### src/rtl/dsp_post_adder.sv
// Post-adder/subtracter and output register stage of the DSP48A1 slice.
// Operand to P is 1 cycle and CIN to P is 2 cycles when all registers are on; with PREG/CARRYINREG/CARRYOUTREG=0 those paths are combinational.
// There is no flow control; CEP/CECARRYIN stall the registers, which hold their value while the enable is low.
// Optional macro DSP_POSTADD_OVF_EN adds the OVF port with a signed-overflow detector that is registered alongside P.
module dsp_post_adder #(
    parameter int CARRYINREG  = 1,
    parameter int CARRYOUTREG = 1,
    parameter int PREG        = 1
) (
    input  logic        CLK,
    input  logic        RSTP,
    input  logic        RSTCARRYIN,
    input  logic        CEP,
    input  logic        CECARRYIN,
    input  logic        opmode7,
    input  logic [47:0] X,
    input  logic [47:0] Z,
    input  logic        CIN,
    output logic [47:0] P,
    output logic [47:0] PCOUT,
    output logic        CARRYOUT,
`ifdef DSP_POSTADD_OVF_EN
    output logic        CARRYOUTF,
    output logic        OVF
`else
    output logic        CARRYOUTF
`endif
);

    logic        cin_q;
    logic        cin_d;
    logic        cin_i;
    logic [48:0] sum;
    logic [47:0] result;
    logic        cy;
    logic [47:0] p_q;
    logic [47:0] p_d;
    logic        cy_q;
    logic        cy_d;

    // Carry-in register: load CIN when enabled, otherwise hold
    always_comb begin
        cin_d = cin_q;
        if (CECARRYIN) begin
            cin_d = CIN;
        end
    end

    // Carry-in flop with synchronous reset taking priority over the enable
    always_ff @(posedge CLK) begin
        if (RSTCARRYIN) begin
            cin_q <= 1'b0;
        end else begin
            cin_q <= cin_d;
        end
    end

    assign cin_i = (CARRYINREG != 0) ? cin_q : CIN;

    // 49-bit add/subtract on zero-extended operands; bit 48 is carry (add) or borrow (subtract)
    always_comb begin
        sum = 49'd0;
        if (opmode7) begin
            sum = {1'b0, Z} - ({1'b0, X} + {48'd0, cin_i});
        end else begin
            sum = {1'b0, Z} + {1'b0, X} + {48'd0, cin_i};
        end
    end

    assign result = sum[47:0];
    assign cy     = sum[48];

    // P register next state: load the result when enabled, otherwise hold
    always_comb begin
        p_d = p_q;
        if (CEP) begin
            p_d = result;
        end
    end

    // P flop with synchronous reset taking priority over the enable
    always_ff @(posedge CLK) begin
        if (RSTP) begin
            p_q <= 48'd0;
        end else begin
            p_q <= p_d;
        end
    end

    // Carry-out register next state: shares the carry-in enable
    always_comb begin
        cy_d = cy_q;
        if (CECARRYIN) begin
            cy_d = cy;
        end
    end

    // Carry-out flop, cleared by the carry reset, not by RSTP
    always_ff @(posedge CLK) begin
        if (RSTCARRYIN) begin
            cy_q <= 1'b0;
        end else begin
            cy_q <= cy_d;
        end
    end

    assign P         = (PREG != 0) ? p_q : result;
    assign PCOUT     = P;
    assign CARRYOUT  = (CARRYOUTREG != 0) ? cy_q : cy;
    assign CARRYOUTF = CARRYOUT;

`ifdef DSP_POSTADD_OVF_EN
    logic ovf_c;
    logic ovf_q;
    logic ovf_d;

    // Two's-complement overflow: operands effectively of like sign while the result sign flips
    always_comb begin
        ovf_c = 1'b0;
        if (opmode7) begin
            ovf_c = (X[47] != Z[47]) && (result[47] != Z[47]);
        end else begin
            ovf_c = (X[47] == Z[47]) && (result[47] != Z[47]);
        end
    end

    // OVF next state follows the P enable so it stays aligned with P
    always_comb begin
        ovf_d = ovf_q;
        if (CEP) begin
            ovf_d = ovf_c;
        end
    end

    // OVF flop shares the P reset
    always_ff @(posedge CLK) begin
        if (RSTP) begin
            ovf_q <= 1'b0;
        end else begin
            ovf_q <= ovf_d;
        end
    end

    assign OVF = (PREG != 0) ? ovf_q : ovf_c;
`endif

endmodule

### config.mk
export PLATFORM = sky130hd
export DESIGN_NAME = dsp_post_adder
export DESIGN_NICKNAME = d
export VERILOG_FILES = /design/src/rtl/dsp_post_adder.sv
export SDC_FILE = /design/constraint.sdc
export NUM_CORES = 1
export LEC_CHECK = 0
export BUFFER_PORTS_ARGS = -buffer_cell sky130_fd_sc_hd__buf_2
export CAP_MARGIN = 20
export CORE_MARGIN = 2
export CORE_UTILIZATION = 50
export CTS_CLUSTER_DIAMETER = 100
export DETAILED_ROUTE_END_ITERATION = 10
export GPL_TIMING_DRIVEN = 0
export PLACE_DENSITY = 0.74
export REMOVE_ABC_BUFFERS = 1
export SETUP_SLACK_MARGIN = 0.1
export SYNTH_ARGS = -nofsm -noshare
export SYNTH_HDL_FRONTEND = slang
export SYNTH_SLANG_ARGS = --single-unit
### constraint.sdc
create_clock -name CLK -period 9.77 [get_ports CLK]
set_clock_uncertainty 0.15 [all_clocks]
set_input_delay 0 -clock CLK [delete_from_list [all_inputs] [get_ports CLK]]
set_output_delay 0 -clock CLK [all_outputs]
set_load 0.005 [all_outputs]
======== After elaboration in Yosys (flattened, before gate mapping) ========
Cells that the tools add are included.
storage, ports and cells
  register bits ........................... 50
  latch bits .............................. 0
  memory bits (writable) .................. 0
  ROM bits ................................ 0
  input bits .............................. 103
  output and inout port bits .............. 98
  logic and storage cells ................. 8
  memories kept ........................... 0
operators by class
  add/sub/neg operators ................... 4
  multiply operators ...................... 0
  divide/modulo/power cells ............... 0
  $lt $le $gt $ge ......................... 0
  equal/unequal tests ..................... 0
  shift-type cells ........................ 0
  multiplexer cells ....................... 1
  bitwise logic cells ..................... 0
  reduce and logical (&&, ||, !) cells .... 0
operators by type and width
  operator          number
  $add A48 B1 Y49   1
  $add A48 B48 Y49  1
  $add A49 B1 Y49   1
  $mux W49          1
  $sub A48 B49 Y49  1

======== Logic depth before layout (Yosys ltp) ========
  depth in word-level cells ............... 3
  mapped depth ............................ 16
  mapped depth without buffers ............ 16

======== Worst setup path before layout ========
OpenSTA, ideal clock, no wires.
  kind .................................... reg-to-reg
  start point ............................. register cin_q, in the netlist cin_i
  end point ............................... register p_q[32], in the netlist P[32]
  setup time .............................. 122 ps
  arrival ................................. 3760 ps
  required time ........................... 9498 ps
  path slack .............................. 5738 ps
  cell stages (with the launch flop) ...... 17
  path buffers ............................ 0
  period minus slack after synthesis ...... 4032 ps
  cells stage by stage .................... dfxtp_1 inv_1 fa_1 inv_1 ha_1 or2_2 fa_1 nand2b_1 a211o_1 a31oi_4 a21oi_2 or3b_4 a31oi_4 o21bai_2 a31oi_1 xnor2_1 a221o_1
between the ends
  cells in the longest elaborated chain, start to end .. 3
  elaborated cells on any way between the ends .. 4
  classes of those cells .................. add/sub: 3; mux: 1
ends and longest elaborated chain
  element                 line  RTL
  start, declared         30    logic cin_q;
  start signal, assigned  54    cin_q <= cin_d;
  $add A48 B1 Y49         64    sum = {1'b0, Z} - ({1'b0, X} + {48'd0, cin_i});
  $sub A48 B49 Y49        64
  $mux W49 *              63    if (opmode7) begin
  end signal, assigned    86    p_q <= p_d;
  end, declared           36    logic [47:0] p_q;
Mark *: on every way between the ends. The rest lies on a longest branch, timed or not.
A chain may end at the register's enable or synchronous reset.

======== Final worst setup path ========
  start point ............................. register cin_q, in the netlist cin_i
  end point ............................... register p_q[40], in the netlist P[40]
The elaborated chain is that of the path after synthesis.

==> results.md <==
- Outcome: finished clean
- Area of combinational cells with multiple inputs: about 0.0069 mm2
- Area of the mapped netlist: 0.00910 mm2
- Vias per Instance: 5.79
- Clock latency of the later-clocked register in the worst-skew pair: 310 ps
- Count of antenna diodes in the layout: 0
- Area of placed instances: roughly 0.01 mm2
- Crit. End Element: flop
- Most frequent cell after synthesis: sky130_fd_sc_hd__inv_1
- Quantity of gates resized following cts: 0
- Vert. Die Dim: 139 um
- Setup repair bufs after CTS: 0
- Met1 usage in global routing: 0.349
- Number of buffers on the longest clock path: 2
- Share of flip-flops with an asynchronous set or reset: 0
- Total of endpoints with negative setup slack in the final report: 0
- Time the worst path needs with I/O delays and setup: around 4600 ps
- CTS tree: built
- Arrival @ worst endpoint: 4620 ps
- Summed negative setup slack over all endpoints: 0 ps
- H-tree depth: 2
- Largest fanout of any net on the critical path: 6
- Register Area: 0.00100 mm2
- Root buffer cell: sky130_fd_sc_hd__clkbuf_16
- Number of placed cells counting well taps: 1599
- FILL cells: 1787
- Mean instance size in the synthesized netlist: 7.20 um2
- Worst Path Required: 9820 ps
- Highest clock frequency the design can meet: 219 MHz
- DR vias: approximately 9300
- DRC violations left: 0
- CP max stage cell: sky130_fd_sc_hd__fa_1
- Wire per inst: ~16 um
- Area of the die: 0.0193 mm2
- CP top delay family: compound AO/OA/AOI/OAI gates
- Fraction of layout cells with a size suffix above 1: 0.176
- Die outline width: 139 um
- Longest individual stage delay on the worst path: 540 ps
- Post-synth EDFFs: 0
- Final global-route overflow total: 0
- TritonCTS sink count: 50
- Instance count of the mapped netlist: 1264
- Share of the clock period used by the worst path after layout: 0.467
- Yosys warning count: 0
- Pin count of the biggest net entering global routing: 58
- Final count of pins violating max slew: 0
- DRT antenna net count: 0
- CTS clock-pin slew for the worst setup and hold paths: 70 ps
- Global router's overall resource usage: 0.260
- Via count of the first global-routing pass: 8564
- Worst Setup Path Type: reg -> reg
- Initial Util: 0.509
- Number of DRC markers after the initial detailed-route iteration: 719
- Final #Nets: 1626
- Global-route layer with the greatest usage: met2
- GR Layer Usage met2: 0.430
- Slew margin rel.: 0.442
- Final Non-Filler Cells: around 1600
- Post-detailed-routing wire length: 26.1 mm
- Post-route cell area: 0.0101 mm2
- Largest cells by area after synthesis: sky130_fd_sc_hd__ha_1 19%, sky130_fd_sc_hd__dfxtp_1 11%, sky130_fd_sc_hd__a21oi_1 6.5%, sky130_fd_sc_hd__inv_1 6.3%, sky130_fd_sc_hd__xnor2_1 5.6%
- Number of storage elements in the synthesis netlist: 50
- Signed area change from the synthesized netlist to the final layout: 10.5%
- Num rows: 49
- Wire length of the first global-routing pass: 41.8 mm
- Number of iterations in the first detailed-routing pass: 5
- Final number of hold-violating endpoints: 0
- Max-cap check violation count: 0
- Total power per unit cell area: ~120 mW/mm2
- Startpoint kind of the worst setup timing path: flop
- Worst min path class: in -> reg
- Worst voltage drop across the vdd grid: approximately 0.072 mV
- Primary flip-flop cell chosen by synthesis mapping: sky130_fd_sc_hd__dfxtp_1
- Number of buffers added on ports: 200
- Sequential cell area fraction in the yosys report: 0.110
- Synth top area share: 0.191
- Dpl hpwl: 21.3 mm
- Most frequent cells after synthesis: 152 x sky130_fd_sc_hd__inv_1, 139 x sky130_fd_sc_hd__ha_1, 118 x sky130_fd_sc_hd__a21oi_1
- Worst-path cell chain: inv_1, fa_1, inv_1, ha_1, or2_2, fa_1, nand2b_1, a211o_1, a31oi_4, a21oi_2, o21ai_0, a21oi_1, nor2_1, nand2_1, xor2_1, a221o_1
- Antenna violations before repair: 0
- Buffers & Inverters on Critical Path: 2
- Pin slew with the least headroom to its limit: 830 ps
- Biggest area consumer among synthesized cells: sky130_fd_sc_hd__ha_1
- RSZ-0062 raised after global routing: no
- Inserted Clock Buffers: 5
- Leakage power figure: approximately 0.0050 uW
- Core area: 0.0179 mm2
- GRT met3 Usage: 0.0401
- Top Ports: 201
- Distinct cell type count after synthesis: 83
- Gpl congestion: between 0.9 and 1
-- flip-flops by register name (all words and copies together), names as in the netlist --
signal and cells:
cin_i 1, P 48, CARRYOUT 1
-- report_power, final --
part	switching (uW)	total, uW	internal (uW)
registers	21.7	251	230
clock network	94.8	205	110
logic	411	712	300
-- layout by cell type (no fill, tap or decap), types with 16 or more instances in the layout --
cell | netlist | layout
sky130_fd_sc_hd__o21ai_0 | 55 | 55
sky130_fd_sc_hd__inv_1 | 152 | 152
sky130_fd_sc_hd__nand4_1 | 16 | 16
sky130_fd_sc_hd__xor2_1 | 26 | 26
sky130_fd_sc_hd__nand2_1 | 75 | 75
sky130_fd_sc_hd__a211oi_1 | 18 | 18
sky130_fd_sc_hd__mux2i_1 | 18 | 18
sky130_fd_sc_hd__nor2_1 | 112 | 112
sky130_fd_sc_hd__o21bai_1 | 19 | 19
sky130_fd_sc_hd__a21o_1 | 35 | 35
sky130_fd_sc_hd__a21oi_1 | 118 | 118
sky130_fd_sc_hd__dfxtp_1 | 50 | 50
sky130_fd_sc_hd__ha_1 | 139 | 139
sky130_fd_sc_hd__buf_2 | 4 | 200
sky130_fd_sc_hd__o211ai_1 | 16 | 16
sky130_fd_sc_hd__o31ai_1 | 16 | 16
sky130_fd_sc_hd__xnor2_1 | 58 | 58
sky130_fd_sc_hd__nand3_1 | 22 | 22
sky130_fd_sc_hd__nor3_1 | 22 | 22
-- logic make-up (layout without fill, tap and decap cells) --
kind of cell    after synthesis  after routing  synth area share
xor+xnor                     84             84            0.0808
simple gates                317            317             0.166
fa+ha+maj                   143            143             0.200
flops                        50             50             0.110
buf+inv                     254            371             0.128
compound gates              398            398             0.296
mux                          18             18            0.0198
-- worst register-to-register path: cells and delay by family, from the launching register on --
family	cells	cell delay, ps
fa+ha+maj	3	1110
simple gates	4	1030
buf+inv	2	130
compound gates	6	1490
flops	1	380
xor+xnor	1	160
-- through the flow --
step | hold slack [ps] | power (uW) | utilization | worst slack (ps)
6_report | 8.38 | 1170 | 0.562 | 5210
3_5_place_dp | 53.9 | 955 | 0.551 | 5300
4_1_cts | 6.82 | 1160 | 0.562 | 5260
5_1_grt | 24.2 | 1260 | 0.562 | 4990
2_1_floorplan | -80.9 | 741 | - | 5740
3_3_place_gp | 49.8 | 945 | 0.549 | 5380
-- final timing paths --
kind,from,end,slack (ps),cells after the start
hold / removal,X[47],P[47],8,4
setup / recovery,cin_i,P[40],5210,16
hold reg to reg,P[28],P[28],310,2
setup reg to reg,cin_i,P[40],5210,16
-- repair_timing --
| action | CTS | global route |
|---|---|---|
| endpoints found under the setup margin | 0 | 0 |
| hold buffers | 3 | 0 |
| hold endpoints to repair | 2 | 0 |
-- layer usage --
metal | wire (um) | share of wire
met1 | 11800 | 0.45
met2 | 11900 | 0.45
met3 | 1730 | 0.066
met4 | 680 | 0.026
met5 | 0 | 0
-- layout make-up --
| cell class | instances | share of cell area |
|---|---|---|
| Clock buffer | 7 | 0.0152 |
| Clock inverter | 1 | 0.000871 |
| Inverter | 157 | 0.0586 |
| Multi-Input combinational cell | 960 | 0.690 |
| Sequential cell | 50 | 0.0995 |
| Tap cell | 229 | 0.0285 |
| Timing Repair Buffer | 206 | 0.107 |
(Power assumes the default switching activity.)
